<file path="src/rtl/decode_pkg.sv">
// Shared encodings and types for the ID-stage decoder: opcode/funct fields,
// ALU operation codes, the ID/EX control bundle and the stall FSM states.
package decode_pkg;

  localparam logic [6:0] OP_LOAD   = 7'b0000011;
  localparam logic [6:0] OP_IMM    = 7'b0010011;
  localparam logic [6:0] OP_STORE  = 7'b0100011;
  localparam logic [6:0] OP_REG    = 7'b0110011;
  localparam logic [6:0] OP_BRANCH = 7'b1100011;

  localparam logic [2:0] F3_LD_SD = 3'b011;
  localparam logic [2:0] F3_ADDI  = 3'b000;
  localparam logic [2:0] F3_ADD   = 3'b000;
  localparam logic [2:0] F3_SLL   = 3'b001;
  localparam logic [2:0] F3_XOR   = 3'b100;
  localparam logic [2:0] F3_SRL   = 3'b101;
  localparam logic [2:0] F3_OR    = 3'b110;
  localparam logic [2:0] F3_AND   = 3'b111;
  localparam logic [2:0] F3_BEQ   = 3'b000;
  localparam logic [2:0] F3_BNE   = 3'b001;

  localparam logic [6:0] F7_BASE = 7'b0000000;
  localparam logic [6:0] F7_ALT  = 7'b0100000;

  typedef enum logic [3:0] {
    ALU_ADD = 4'd0,
    ALU_SUB = 4'd1,
    ALU_AND = 4'd2,
    ALU_OR  = 4'd3,
    ALU_XOR = 4'd4,
    ALU_SLL = 4'd5,
    ALU_SRL = 4'd6
  } alu_op_e;

  typedef enum logic [1:0] {
    IMM_NONE = 2'd0,
    IMM_I    = 2'd1,
    IMM_S    = 2'd2,
    IMM_B    = 2'd3
  } imm_sel_e;

  typedef struct packed {
    logic    reg_write;
    logic    mem_read;
    logic    mem_write;
    logic    mem_to_reg;
    logic    alu_src;
    logic    branch;
    logic    branch_ne;
    alu_op_e alu_op;
  } ctrl_t;

  typedef enum logic {
    ST_RUN   = 1'b0,
    ST_STALL = 1'b1
  } state_e;

endpackage

</file>
<file path="src/rtl/imm_gen.sv">
// Immediate extraction for I/S/B formats, sign-extended to XLEN.
module imm_gen
  import decode_pkg::*;
#(
  parameter int XLEN = 64
) (
  input  logic [31:0]     instr,
  input  imm_sel_e        imm_sel,
  output logic [XLEN-1:0] imm
);

  always_comb begin
    imm = '0;
    case (imm_sel)
      IMM_I:   imm = {{(XLEN-12){instr[31]}}, instr[31:20]};
      IMM_S:   imm = {{(XLEN-12){instr[31]}}, instr[31:25], instr[11:7]};
      IMM_B:   imm = {{(XLEN-12){instr[31]}}, instr[7], instr[30:25], instr[11:8], 1'b0};
      default: imm = '0;
    endcase
  end

endmodule

</file>
<file path="src/rtl/decode_ctrl_pipe.sv">
// ID stage: decodes the IF/ID instruction into the registered ID/EX control
// bundle, and owns load-use stalling, branch flush and illegal reporting.
module decode_ctrl_pipe
  import decode_pkg::*;
#(
  parameter int XLEN     = 64,
  parameter int LOAD_LAT = 1,
  parameter bit EN_BNE   = 1'b1
) (
  input  logic            clk,
  input  logic            rst,
  input  logic [31:0]     instr_i,
  input  logic            instr_valid_i,
  input  logic            flush_i,
  output logic            stall_o,
  output logic            ex_valid_o,
  output logic [3:0]      ex_alu_control_o,
  output logic            ex_reg_write_o,
  output logic            ex_mem_read_o,
  output logic            ex_mem_write_o,
  output logic            ex_mem_to_reg_o,
  output logic            ex_alu_src_o,
  output logic            ex_branch_o,
  output logic            ex_branch_ne_o,
  output logic [4:0]      ex_rd_o,
  output logic [4:0]      ex_rs1_o,
  output logic [4:0]      ex_rs2_o,
  output logic [XLEN-1:0] ex_imm_o,
  output logic            illegal_o
);

  localparam int CNT_W = $clog2(LOAD_LAT + 1);

  logic [6:0] opcode;
  logic [2:0] funct3;
  logic [6:0] funct7;
  logic [4:0] rd, rs1, rs2;

  assign opcode = instr_i[6:0];
  assign rd     = instr_i[11:7];
  assign funct3 = instr_i[14:12];
  assign rs1    = instr_i[19:15];
  assign rs2    = instr_i[24:20];
  assign funct7 = instr_i[31:25];

  ctrl_t           dec_ctrl;
  logic            dec_legal;
  logic            dec_uses_rs2;
  imm_sel_e        imm_sel;
  logic [XLEN-1:0] dec_imm;

  always_comb begin
    dec_ctrl     = '0;
    dec_legal    = 1'b0;
    dec_uses_rs2 = 1'b0;
    imm_sel      = IMM_NONE;
    case (opcode)
      OP_LOAD: begin
        dec_legal           = (funct3 == F3_LD_SD);
        dec_ctrl.mem_read   = 1'b1;
        dec_ctrl.mem_to_reg = 1'b1;
        dec_ctrl.reg_write  = 1'b1;
        dec_ctrl.alu_src    = 1'b1;
        imm_sel             = IMM_I;
      end
      OP_IMM: begin
        dec_legal          = (funct3 == F3_ADDI);
        dec_ctrl.reg_write = 1'b1;
        dec_ctrl.alu_src   = 1'b1;
        imm_sel            = IMM_I;
      end
      OP_STORE: begin
        dec_legal          = (funct3 == F3_LD_SD);
        dec_ctrl.mem_write = 1'b1;
        dec_ctrl.alu_src   = 1'b1;
        dec_uses_rs2       = 1'b1;
        imm_sel            = IMM_S;
      end
      OP_REG: begin
        dec_legal          = 1'b1;
        dec_ctrl.reg_write = 1'b1;
        dec_uses_rs2       = 1'b1;
        case ({funct7, funct3})
          {F7_BASE, F3_ADD}: dec_ctrl.alu_op = ALU_ADD;
          {F7_ALT,  F3_ADD}: dec_ctrl.alu_op = ALU_SUB;
          {F7_BASE, F3_AND}: dec_ctrl.alu_op = ALU_AND;
          {F7_BASE, F3_OR }: dec_ctrl.alu_op = ALU_OR;
          {F7_BASE, F3_XOR}: dec_ctrl.alu_op = ALU_XOR;
          {F7_BASE, F3_SLL}: dec_ctrl.alu_op = ALU_SLL;
          {F7_BASE, F3_SRL}: dec_ctrl.alu_op = ALU_SRL;
          default:           dec_legal       = 1'b0;
        endcase
      end
      OP_BRANCH: begin
        dec_legal          = (funct3 == F3_BEQ) || (EN_BNE && funct3 == F3_BNE);
        dec_ctrl.branch    = 1'b1;
        dec_ctrl.branch_ne = (funct3 == F3_BNE);
        dec_ctrl.alu_op    = ALU_SUB;
        dec_uses_rs2       = 1'b1;
        imm_sel            = IMM_B;
      end
      default: dec_legal = 1'b0;
    endcase
    if (rd == 5'd0) dec_ctrl.reg_write = 1'b0;
  end

  imm_gen #(.XLEN(XLEN)) u_imm_gen (
    .instr   (instr_i),
    .imm_sel (imm_sel),
    .imm     (dec_imm)
  );

  // ID/EX register and FSM state
  logic            ex_valid_reg, ex_valid_next;
  ctrl_t           ex_ctrl_reg, ex_ctrl_next;
  logic [4:0]      ex_rd_reg, ex_rd_next;
  logic [4:0]      ex_rs1_reg, ex_rs1_next;
  logic [4:0]      ex_rs2_reg, ex_rs2_next;
  logic [XLEN-1:0] ex_imm_reg, ex_imm_next;
  logic            illegal_reg, illegal_next;
  state_e          state_reg, state_next;
  logic [CNT_W-1:0] cnt_reg, cnt_next;
  logic            hazard;

  // Illegal instructions never stall: they are squashed into a bubble instead.
  assign hazard = ex_valid_reg && ex_ctrl_reg.mem_read && (ex_rd_reg != 5'd0) &&
                  instr_valid_i && dec_legal &&
                  ((rs1 == ex_rd_reg) || (dec_uses_rs2 && rs2 == ex_rd_reg));

  always_comb begin
    ex_valid_next = 1'b0;
    ex_ctrl_next  = '0;
    ex_rd_next    = '0;
    ex_rs1_next   = '0;
    ex_rs2_next   = '0;
    ex_imm_next   = '0;
    illegal_next  = 1'b0;
    state_next    = state_reg;
    cnt_next      = cnt_reg;
    stall_o       = 1'b0;
    if (flush_i) begin
      state_next = ST_RUN;
      cnt_next   = '0;
    end else if (state_reg == ST_STALL) begin
      stall_o  = 1'b1;
      cnt_next = cnt_reg - CNT_W'(1);
      if (cnt_reg == CNT_W'(1)) state_next = ST_RUN;
    end else if (hazard) begin
      stall_o = 1'b1;
      if (LOAD_LAT > 1) begin
        state_next = ST_STALL;
        cnt_next   = CNT_W'(LOAD_LAT - 1);
      end
    end else if (instr_valid_i && !dec_legal) begin
      illegal_next = 1'b1;
    end else if (instr_valid_i) begin
      ex_valid_next = 1'b1;
      ex_ctrl_next  = dec_ctrl;
      ex_rd_next    = rd;
      ex_rs1_next   = rs1;
      ex_rs2_next   = rs2;
      ex_imm_next   = dec_imm;
    end
  end

  always_ff @(posedge clk or posedge rst) begin
    if (rst) begin
      ex_valid_reg <= 1'b0;
      ex_ctrl_reg  <= '0;
      ex_rd_reg    <= '0;
      ex_rs1_reg   <= '0;
      ex_rs2_reg   <= '0;
      ex_imm_reg   <= '0;
      illegal_reg  <= 1'b0;
      state_reg    <= ST_RUN;
      cnt_reg      <= '0;
    end else begin
      ex_valid_reg <= ex_valid_next;
      ex_ctrl_reg  <= ex_ctrl_next;
      ex_rd_reg    <= ex_rd_next;
      ex_rs1_reg   <= ex_rs1_next;
      ex_rs2_reg   <= ex_rs2_next;
      ex_imm_reg   <= ex_imm_next;
      illegal_reg  <= illegal_next;
      state_reg    <= state_next;
      cnt_reg      <= cnt_next;
    end
  end

  assign ex_valid_o       = ex_valid_reg;
  assign ex_alu_control_o = ex_ctrl_reg.alu_op;
  assign ex_reg_write_o   = ex_ctrl_reg.reg_write;
  assign ex_mem_read_o    = ex_ctrl_reg.mem_read;
  assign ex_mem_write_o   = ex_ctrl_reg.mem_write;
  assign ex_mem_to_reg_o  = ex_ctrl_reg.mem_to_reg;
  assign ex_alu_src_o     = ex_ctrl_reg.alu_src;
  assign ex_branch_o      = ex_ctrl_reg.branch;
  assign ex_branch_ne_o   = ex_ctrl_reg.branch_ne;
  assign ex_rd_o          = ex_rd_reg;
  assign ex_rs1_o         = ex_rs1_reg;
  assign ex_rs2_o         = ex_rs2_reg;
  assign ex_imm_o         = ex_imm_reg;
  assign illegal_o        = illegal_reg;

endmodule
</file>
<file path="config.mk">
export PLATFORM = sky130hd
export DESIGN_NAME = decode_ctrl_pipe
export DESIGN_NICKNAME = d
export VERILOG_FILES = /design/src/rtl/decode_pkg.sv /design/src/rtl/imm_gen.sv /design/src/rtl/decode_ctrl_pipe.sv
export SDC_FILE = /design/constraint.sdc
export NUM_CORES = 1
export LEC_CHECK = 0
export ABC_AREA = 1
export BUFFER_PORTS_ARGS = -buffer_cell sky130_fd_sc_hd__buf_4
export CORE_ASPECT_RATIO = 0.5
export CORE_MARGIN = 4
export CORE_UTILIZATION = 45
export DETAILED_ROUTE_END_ITERATION = 16
export PLACE_DENSITY = 0.79
export SYNTH_ARGS = -nofsm -noshare
export SYNTH_HDL_FRONTEND = slang
export SYNTH_SLANG_ARGS = --single-unit
</file>
<file path="constraint.sdc">
create_clock -name clk -period 2.9 [get_ports clk]
set_input_delay 0.725 -clock clk [delete_from_list [all_inputs] [get_ports clk]]
set_output_delay 0.725 -clock clk [all_outputs]
set_load 0.02 [all_outputs]
</file>
==> out/metrics.cfg, run 1 <==
[min_path]
hold_class=reg -> reg

[cts]
numCtsBuffers=5
clk_pin_slew_ns=0.06
clock_path_buffers=2
ctsHoldBuffers=0
cts_tree=built
post_cts_buffers=0
cts-root-buf=clkbuf_16
cts_resized=0
cts.sinks=41
htreeDepth=2
clkLatencyLatePin_ns=0.28

[logic_synthesis]
yosys-top-cells-area=dfrtp_1, buf_4, nand2_1
synth_seq_cells=41
synth_top_area_share_pct=40.2
synth_seq_area_share_pct=40.2
synth_edf_count=0
synthFlopType=dfrtp_1
synth_common_cells=nand2_1, buf_4, nor2_1, dfrtp_1, inv_1
ys_types=32
post_synth.cell_area_avg_um2=8.20
yosysMostFrequentCell=nand2_1
yosysWarningCount=0
synth_fp_nets=347
yosys.area.top_type=dfrtp_1
async_flop_share_pct=100
syn_inst=311
syn-cell-area_um2=2550

[final_layout]
fin_cells=461
fin_area_um2=3300
seqCellArea_um2=1030
multi_input_area_um2=955
antennaDiodeCount=0
area_delta_synth_final_pct=29.3
n_fill_cell=472
drive_gt1_share_pct=43.8
largest_reg_flops=13
nNetsFinal=423

[placed_design]
dp_hpwl_mm=4.43
numPortBuffers=127
dp.cells=453
globalplace.congestion=0.878
placedInstanceArea_um2=3160

[timing]
fmaxAchievable_mhz=369
tns_ns=0
skew_ns=0.00198
fin_crit_ns=2.71
drv_slew=0
hold_viol_final=0
worst_hold_slack_ns=0.457
worstMarginPinSlew_ns=0.528
rsz0062_at_grt=no
setup_viol=0
min_period_over_period_pct=93.4
relSlewSlack_pct=64.8

[setup_path]
worstPathMaxFanout=10
cp-start-kind=input port
worst-endpoint-arrival_ns=1.98
endpoint_kind=output port
cp.required_ns=2.17
critPathKind=in -> out

[pwr]
leakagePower_uw=0.00177
netSwitchingFraction_pct=23.0
clockPowerShare_pct=43.2
intPower_uw=942
seqPwrFrac_pct=46.9
peakVddDrop_mv=0.217
power.density_nw_per_um2=371
power.switching_uw=282
p_comb_share_pct=10.0

[floorplanning]
row_count=19
die_w_um=114
dieArea_um2=7010
ioPinCount=129
start_util_pct=46.5
core_um2=5490
die_h_um=61.2

[route]
drtAntennaViolNets=0
drc=0
vias_per_cell=4.62
via_count=2128
routed_wl_mm=5.94
wl_per_cell_um=12.9
first_pass_iters=4
drtIter0Drc=113

[global_route]
grt_pass1_vias=2004
grt_pass1_wl_mm=9.04
grt_overflow=0
grt_usage_pct=16.7
grt_max_degree=53
grt_antenna_before_repair=0

[job]
drv_cap=0

[outcome]
outcome=finished clean

## path summary, 6_finish.rpt
| check | slack (ns) | end | cells after the start | start |
|---|---|---|---|---|
| min in group asynchronous | 0.58 | ex_rs2_o[0]$_DFF_PP0_ | 3 | rst |
| min reg2reg | 0.46 | state_reg$_DFF_PP0_ | 1 | cnt_reg$_DFFE_PP0P_ |
| max in group asynchronous | 1.96 | ex_alu_control_o[2]$_DFF_PP0_ | 3 | rst |
| min | 0.46 | state_reg$_DFF_PP0_ | 1 | cnt_reg$_DFFE_PP0P_ |
| max | 0.19 | stall_o | 11 | instr_i[2] |
| max reg2reg | 1.09 | ex_imm_o[4]$_DFF_PP0_ | 9 | ex_rd_o[3]$_DFF_PP0_ |
## cell usage in the layout (no fill, tap or decap)
master,count
clkbuf_16,5
buf_12,1
xnor2_1,5
nand2_2,1
clkinv_1,1
nand2_1,57
nand3_2,1
o21bai_1,1
dfrtp_1,41
nand4_1,2
xor2_1,5
inv_2,3
o21ai_0,4
nor2_1,44
clkbuf_1,3
a21oi_1,3
clkinv_2,1
nor3_1,5
inv_1,22
a31oi_1,4
nand3_1,15
nor2_4,12
o21ai_1,1
buf_4,129
and2_1,1
nor2_2,15
nand2_4,1
o41ai_1,1
nand3b_1,2
nand4_2,1
conb_1,1
## critical path, cell delays in order
cell and delay, ns:
buf_4 0.11, inv_1 0.04, nand2_1 0.07, nor2_4 0.21
o21ai_1 0.13, nor2_1 0.11, nand2_1 0.07, nand2_1 0.11
nand3_1 0.09, a21oi_1 0.14, buf_4 0.16
## power groups by stage
stage          Combinational [uW]  Sequential [uW]  Clock, uW
2_1_floorplan                60.9              585          0
3_3_place_gp                  119              584          0
3_5_place_dp                  121              584          0
4_1_cts                       122              573        533
5_1_grt                       135              573        577
6_report                      122              574        528
## area by class of cell
type	count	area share (%)
tap	73	2.77
multi-input combinational	182	28.9
sequential	41	31.1
inverter	27	3.11
timing repair buffer	130	30.0
clock buffer	8	4.13
## layer usage
metal	up-vias	wire length [um]	global-route usage, %
met2	96	3090	31.6
met1	965	2180	18.4
met3	14	535	4.91
met4	0	140	6.43
li1	1053	-	-
met5	-	0	0
## cell families after synthesis
| group | Yosys count | share of synthesized area, % |
|---|---|---|
| buffers and inverters | 88 | 22.4 |
| other | 1 | 0.147 |
| flip-flops | 41 | 40.2 |
| AO/OA/AOI/OAI | 14 | 3.19 |
| XOR/XNOR | 10 | 3.43 |
| AND/OR/NAND/NOR | 157 | 30.7 |
## stage by stage
| stage | setup WS, ns | total power, uW | util [%] |
|---|---|---|---|
| after detailed placement | 0.228 | 705 | 57.6 |
| after CTS | 0.189 | 1230 | 60.1 |
| after global placement | 0.264 | 703 | 57.6 |
| after global routing | 0.0342 | 1290 | 60.1 |
| final | 0.190 | 1220 | 60.1 |
| after floorplan | 0.450 | 646 | - |
Note: power is estimated with default switching activity, not from simulation.
==> inputs of run 2 (changes only) <==
Settings changed: BUFFER_PORTS_ARGS -buffer_cell sky130_fd_sc_hd__buf_4 to -buffer_cell sky130_fd_sc_hd__buf_2, GPL_TIMING_DRIVEN set to 0, RECOVER_POWER set to 25.
==> run 2 against run 1 <==
Effect of this change: the run now ends with capacitance limit left; power up 7.9%; via count increased by 8.5%; clock-buffer cell count is 1 lower; setup slack lost 0.0056 ns; routed wire length about the same; critical path depth did not move; non-clock buffer count is 56 higher; first-iteration DRC count decreased by 9.7%; highest routed layer unchanged; fmax is 0.21% lower; largest power group is now clock; die area unchanged.
==> out/metrics.cfg, run 2 (same netlist as run 1, synthesis figures left out) <==
[timing]
drv_slew=0
tns_ns=0
fin_crit_ns=2.72
relSlewSlack_pct=1.99
min_period_over_period_pct=93.6
rsz0062_at_grt=no
fmaxAchievable_mhz=368
skew_ns=0.00507
hold_viol_final=0
setup_viol=0
worstMarginPinSlew_ns=1.47

[cts]
htreeDepth=2
cts.sinks=41
clk_pin_slew_ns=0.06
clock_path_buffers=2
numCtsBuffers=5
cts_tree=built
clkLatencyLatePin_ns=0.28
post_cts_buffers=0
cts-root-buf=clkbuf_16
cts_resized=0
ctsHoldBuffers=0

[final_layout]
mostFrequentLayoutCells=buf_2, nand2_1, buf_4
finish.utilization_pct=62.7
fin_area_um2=3440
drive_gt1_share_pct=50.7
antennaDiodeCount=0
largest_reg_flops=13
final_common_cell=buf_2
nNetsFinal=479
area_delta_synth_final_pct=34.9

[pwr]
power.switching_uw=281
netSwitchingFraction_pct=21.3
seqPwrFrac_pct=43.4
p_comb_share_pct=8.2
leakagePower_uw=0.00206
clockPowerShare_pct=48.4
intPower_uw=1040
power.density_nw_per_um2=384
peakVddDrop_mv=0.244
finalPower_uw=1320

[setup_path]
cp-start-kind=input port
endpoint_kind=output port
critPathKind=in -> out
worst-endpoint-arrival_ns=1.99
worstRegToRegCells=10
worstPathMaxFanout=10
cp.required_ns=2.17

[floorplanning]
die_h_um=61.2
core_um2=5490
dieArea_um2=7010
ioPinCount=129
row_count=19
start_util_pct=46.5
die_w_um=114

[route]
drc=0
wl_per_cell_um=11.5
via_count=2308
drtAntennaViolNets=0
drtIter0Drc=102
first_pass_iters=5
routed_wl_mm=5.94
vias_per_cell=4.46

[global_route]
grt_pass1_vias=2042
grt_overflow=0
grt_pass1_wl_mm=9.25
grt_max_degree=53
grt_antenna_before_repair=0
grt_usage_pct=16.6

[placed_design]
dp_hpwl_mm=4.65
placedInstanceArea_um2=3270
numPortBuffers=125
globalplace.congestion=0.874

[min_path]
hold_class=reg -> reg
hold_depth=1

[job]
drv_cap=1

[outcome]
outcome=finished with violations
violations=capacitance limit

run 2: cell types whose count changed in the layout (fill, tap and decap cells not counted), moves of 2 or more:
cell	before	now
clkbuf_1	3	5
buf_4	129	53
buf_6	0	3
buf_2	0	125
run 2: worst paths after layout:
path	startpoint	endpoint	slack [ns]
worst max-delay path	instr_i[3]	stall_o	0.18
worst min-delay path	cnt_reg$_DFFE_PP0P_	state_reg$_DFF_PP0_	0.45
worst max register to register	ex_rd_o[1]$_DFF_PP0_	ex_rd_o[2]$_DFF_PP0_	1.25
worst min register to register	cnt_reg$_DFFE_PP0P_	state_reg$_DFF_PP0_	0.45
max in group asynchronous	rst	ex_imm_o[62]$_DFF_PP0_	1.07
min in group asynchronous	rst	ex_rs2_o[2]$_DFF_PP0_	0.87
run 2: routing by layer:
metal | GRT usage (%) | vias to the layer above | share of wire, %
met1 | 18.8 | 1052 | 37
met3 | 4.32 | 7 | 9.4
met2 | 32.0 | 83 | 53
li1 | - | 1166 | -
met4 | 3.89 | 0 | 0.96
met5 | 0 | - | 0
run 2: cell type report:
cell class                 count  area, um^2
clock buffer                   7         143
clock inverter                 1        30.0
multi-input combinational    182         955
inverter                      27         103
tap                           73        91.3
fill                         482        2050
sequential                    41        1030
buffer                        61         468
timing repair buffer         125         624
run 2: critical path, stage by stage:
cell and delay [ns]:
buf_2 0.10, inv_1 0.04, nand2_1 0.07, nor2_4 0.22, nand2_1 0.13, nand2_1 0.11, a21oi_1 0.07, nand3_1 0.12
nand3_1 0.08, a21oi_1 0.13, buf_2 0.18
run 2: metrics by stage:
step / std cells / hold WS [ns] / setup WS [ns]
after floorplan: 311 / 0.417 / 0.450
after global placement: 509 / 0.427 / 0.223
after detailed placement: 509 / 0.441 / 0.209
after CTS: 517 / 0.449 / 0.166
after global routing: 517 / 0.469 / 0.0293
final: 517 / 0.448 / 0.185
run 2: power groups by stage:
stage / registers [uW] / logic (uW) / clock network, uW
6_report: 573 / 108 / 638
5_1_grt: 573 / 123 / 670
4_1_cts: 573 / 110 / 643
3_5_place_dp: 584 / 109 / 0
3_3_place_gp: 584 / 107 / 0
2_1_floorplan: 585 / 60.9 / 0
==> inputs of run 3 (changes only) <==
Settings changed: ABC_AREA 1 to not set, PLACE_DENSITY 0.79 to 0.83.
==> run 3 against run 2 <==
Effect of this change: the flow finishes with violations (capacitance limit, setup timing); final area shrank 12%; synthesized cell count shrank 34%; critical endpoint unchanged; clock power is 37% lower.
==> out/metrics.cfg, run 3 <==
[outcome]
outcome=finished with violations
violations=capacitance limit, setup timing

[placed_design]
dp_hpwl_mm=4.11
dp_slack_ns=-0.0978
numPortBuffers=127
placedInstanceArea_um2=2860
dp.cells=398
globalplace.congestion=0.843

[floorplanning]
start_util_pct=47.8
die_w_um=106
ioPinCount=129
row_count=17
core_um2=4490
die_h_um=56.8
dieArea_um2=6000

[logic_synthesis]
ys_types=41
synth_fp_nets=241
yosys-top-cells-area=dfrtp_1, buf_4, xnor2_1
synth_common_cells=buf_4, dfrtp_1, and2_1, nor2_1, xnor2_1
synth_edf_count=0
post_synth.cell_area_avg_um2=10.5
yosys.area.top_type=dfrtp_1
async_flop_share_pct=100
synth_seq_cells=41
yosysMostFrequentCell=buf_4
yosysWarningCount=0
synth_top_area_share_pct=47.8
syn-cell-area_um2=2140
synthFlopType=dfrtp_1
synth_seq_area_share_pct=47.8
syn_inst=205

[global_route]
grt_overflow=0
grt_usage_pct=17.5
grt_antenna_before_repair=0
grt_max_degree=53
grt_pass1_vias=1721
grt_pass1_wl_mm=8.46

[timing]
fin_crit_ns=2.91
skew_ns=0.00529
tns_ns=-0.0138
relSlewSlack_pct=2.00
fmaxAchievable_mhz=343
worstMarginPinSlew_ns=1.47
finalWorstSetupSlack_ns=-0.0138
drv_slew=0
hold_viol_final=0
setup_viol=1
min_period_over_period_pct=100
rsz0062_at_grt=yes

[cts]
cts_tree=built
clkLatencyLatePin_ns=0.29
cts.sinks=41
ctsHoldBuffers=0
numCtsBuffers=5
clock_path_buffers=2
htreeDepth=2
clk_pin_slew_ns=0.07
cts-root-buf=clkbuf_8

[final_layout]
final_common_cell=buf_2
fin_area_um2=3030
mostFrequentLayoutCells=buf_2, buf_4, dfrtp_1
multi_input_area_um2=691
n_fill_cell=358
seqCellArea_um2=1030
antennaDiodeCount=0
largest_reg_flops=13
fin_cells=410
drive_gt1_share_pct=59.6
area_delta_synth_final_pct=41.4
nNetsFinal=379

[route]
drc=0
wirelength_met1_mm=2.21
route.met3.wl_um=516
drtIter0Drc=83
via_count=1853
vias_per_cell=4.52
first_pass_iters=5
wl_per_cell_um=13.7
top_layer_used=met4
wl_met2_mm=2.84
routed_wl_mm=5.62
drtAntennaViolNets=0

[min_path]
min-delay-start=cnt_reg$_DFFE_PP0P_
hold_class=reg -> reg
hold_end=state_reg$_DFF_PP0_
hold_depth=1

[pwr]
power.density_nw_per_um2=350
peakVddDrop_mv=0.217
leakagePower_uw=0.00183
finalPower_uw=1060

[setup_path]
cp-start-kind=input port
cp.required_ns=2.17
worst-endpoint-arrival_ns=2.19
r2r_setup_slack_ns=0.84
worstPathMaxFanout=6
critPathKind=in -> out
r2r_start=ex_rd_o[1]$_DFF_PP0_
worstRegToRegCells=6
timing.rr.end=ex_imm_o[7]$_DFF_PP0_
endpoint_kind=output port

[job]
drv_cap=1

==> run 3: cell types whose count changed in the layout (fill, tap and decap cells not counted), sizes merged, moves of 8 or more <==
cell,change
inv,-21
and3,+8
nand2,-57
and2,+15
nor2,-56
nand3,-12
==> run 3: final cells by class <==
type | instances | share of cell area (%)
Buffer | 56 | 14.0
Clock buffer | 7 | 3.18
Clock inverter | 1 | 0.165
Inverter | 5 | 0.660
Multi-Input combinational cell | 103 | 22.8
Sequential cell | 41 | 33.9
Tap cell | 66 | 2.72
Timing Repair Buffer | 131 | 22.6
==> run 3: routing by layer <==
layer,track usage [%],vias up
li1,-,912
met1,19.9,846
met2,31.1,87
met3,6.66,8
met4,5.17,0
met5,0,-
==> run 3: cell families after synthesis <==
kind of cell,synth area share [%]
DFF,47.8
and+or+nand+nor,17.9
buffers and inverters,20.8
xor gates and xnor gates,4.90
AOI/OAI and AO/OA,8.40
other,0.175
==> run 3: metrics by stage <==
step	hold slack [ns]	util, %
floorplan	0.420	-
global placement	0.431	63.8
CTS	0.451	66.6
detailed placement	0.449	63.8
finish	0.448	67.5
global route	0.477	67.5
==> run 3: critical path, stage by stage <==
cell and delay, ns:
buf_8 0.10, or4b_1 0.52, a21o_1 0.20, a21oi_2 0.17, o2111ai_1 0.12, a21oi_1 0.19, buf_4 0.16
==> run 3: how the worst max path moves through the flow <==
stage,endpoint,start,depth (start not counted),slack [ns]
floorplan,stall_o,instr_i[5],5,0.07
global placement,stall_o,instr_i[2],7,-0.07
detailed placement,stall_o,instr_i[2],7,-0.1
CTS,stall_o,instr_i[13],7,0.008
global route,stall_o,instr_i[13],7,-0.04
finish,stall_o,instr_i[13],7,-0.01
==> run 3: report_power, final <==
part / leakage [uW] / total (uW) / switching [uW] / internal [uW]
Combinational: 0.00120 / 88.4 / 50.8 / 37.6
Clock: 0.0000542 / 400 / 185 / 215
Sequential: 0.000570 / 573 / 0.365 / 572
==> run 3: what timing repair did <==
| action | 4_1_cts | 5_1_grt |
|---|---|---|
| gates resized for setup | 5 | 4 |
| gates cloned | 0 | 0 |
| setup endpoints to repair | 1 | 1 |
| buffers inserted | 1 | 3 |
| pin swaps | 5 | 5 |
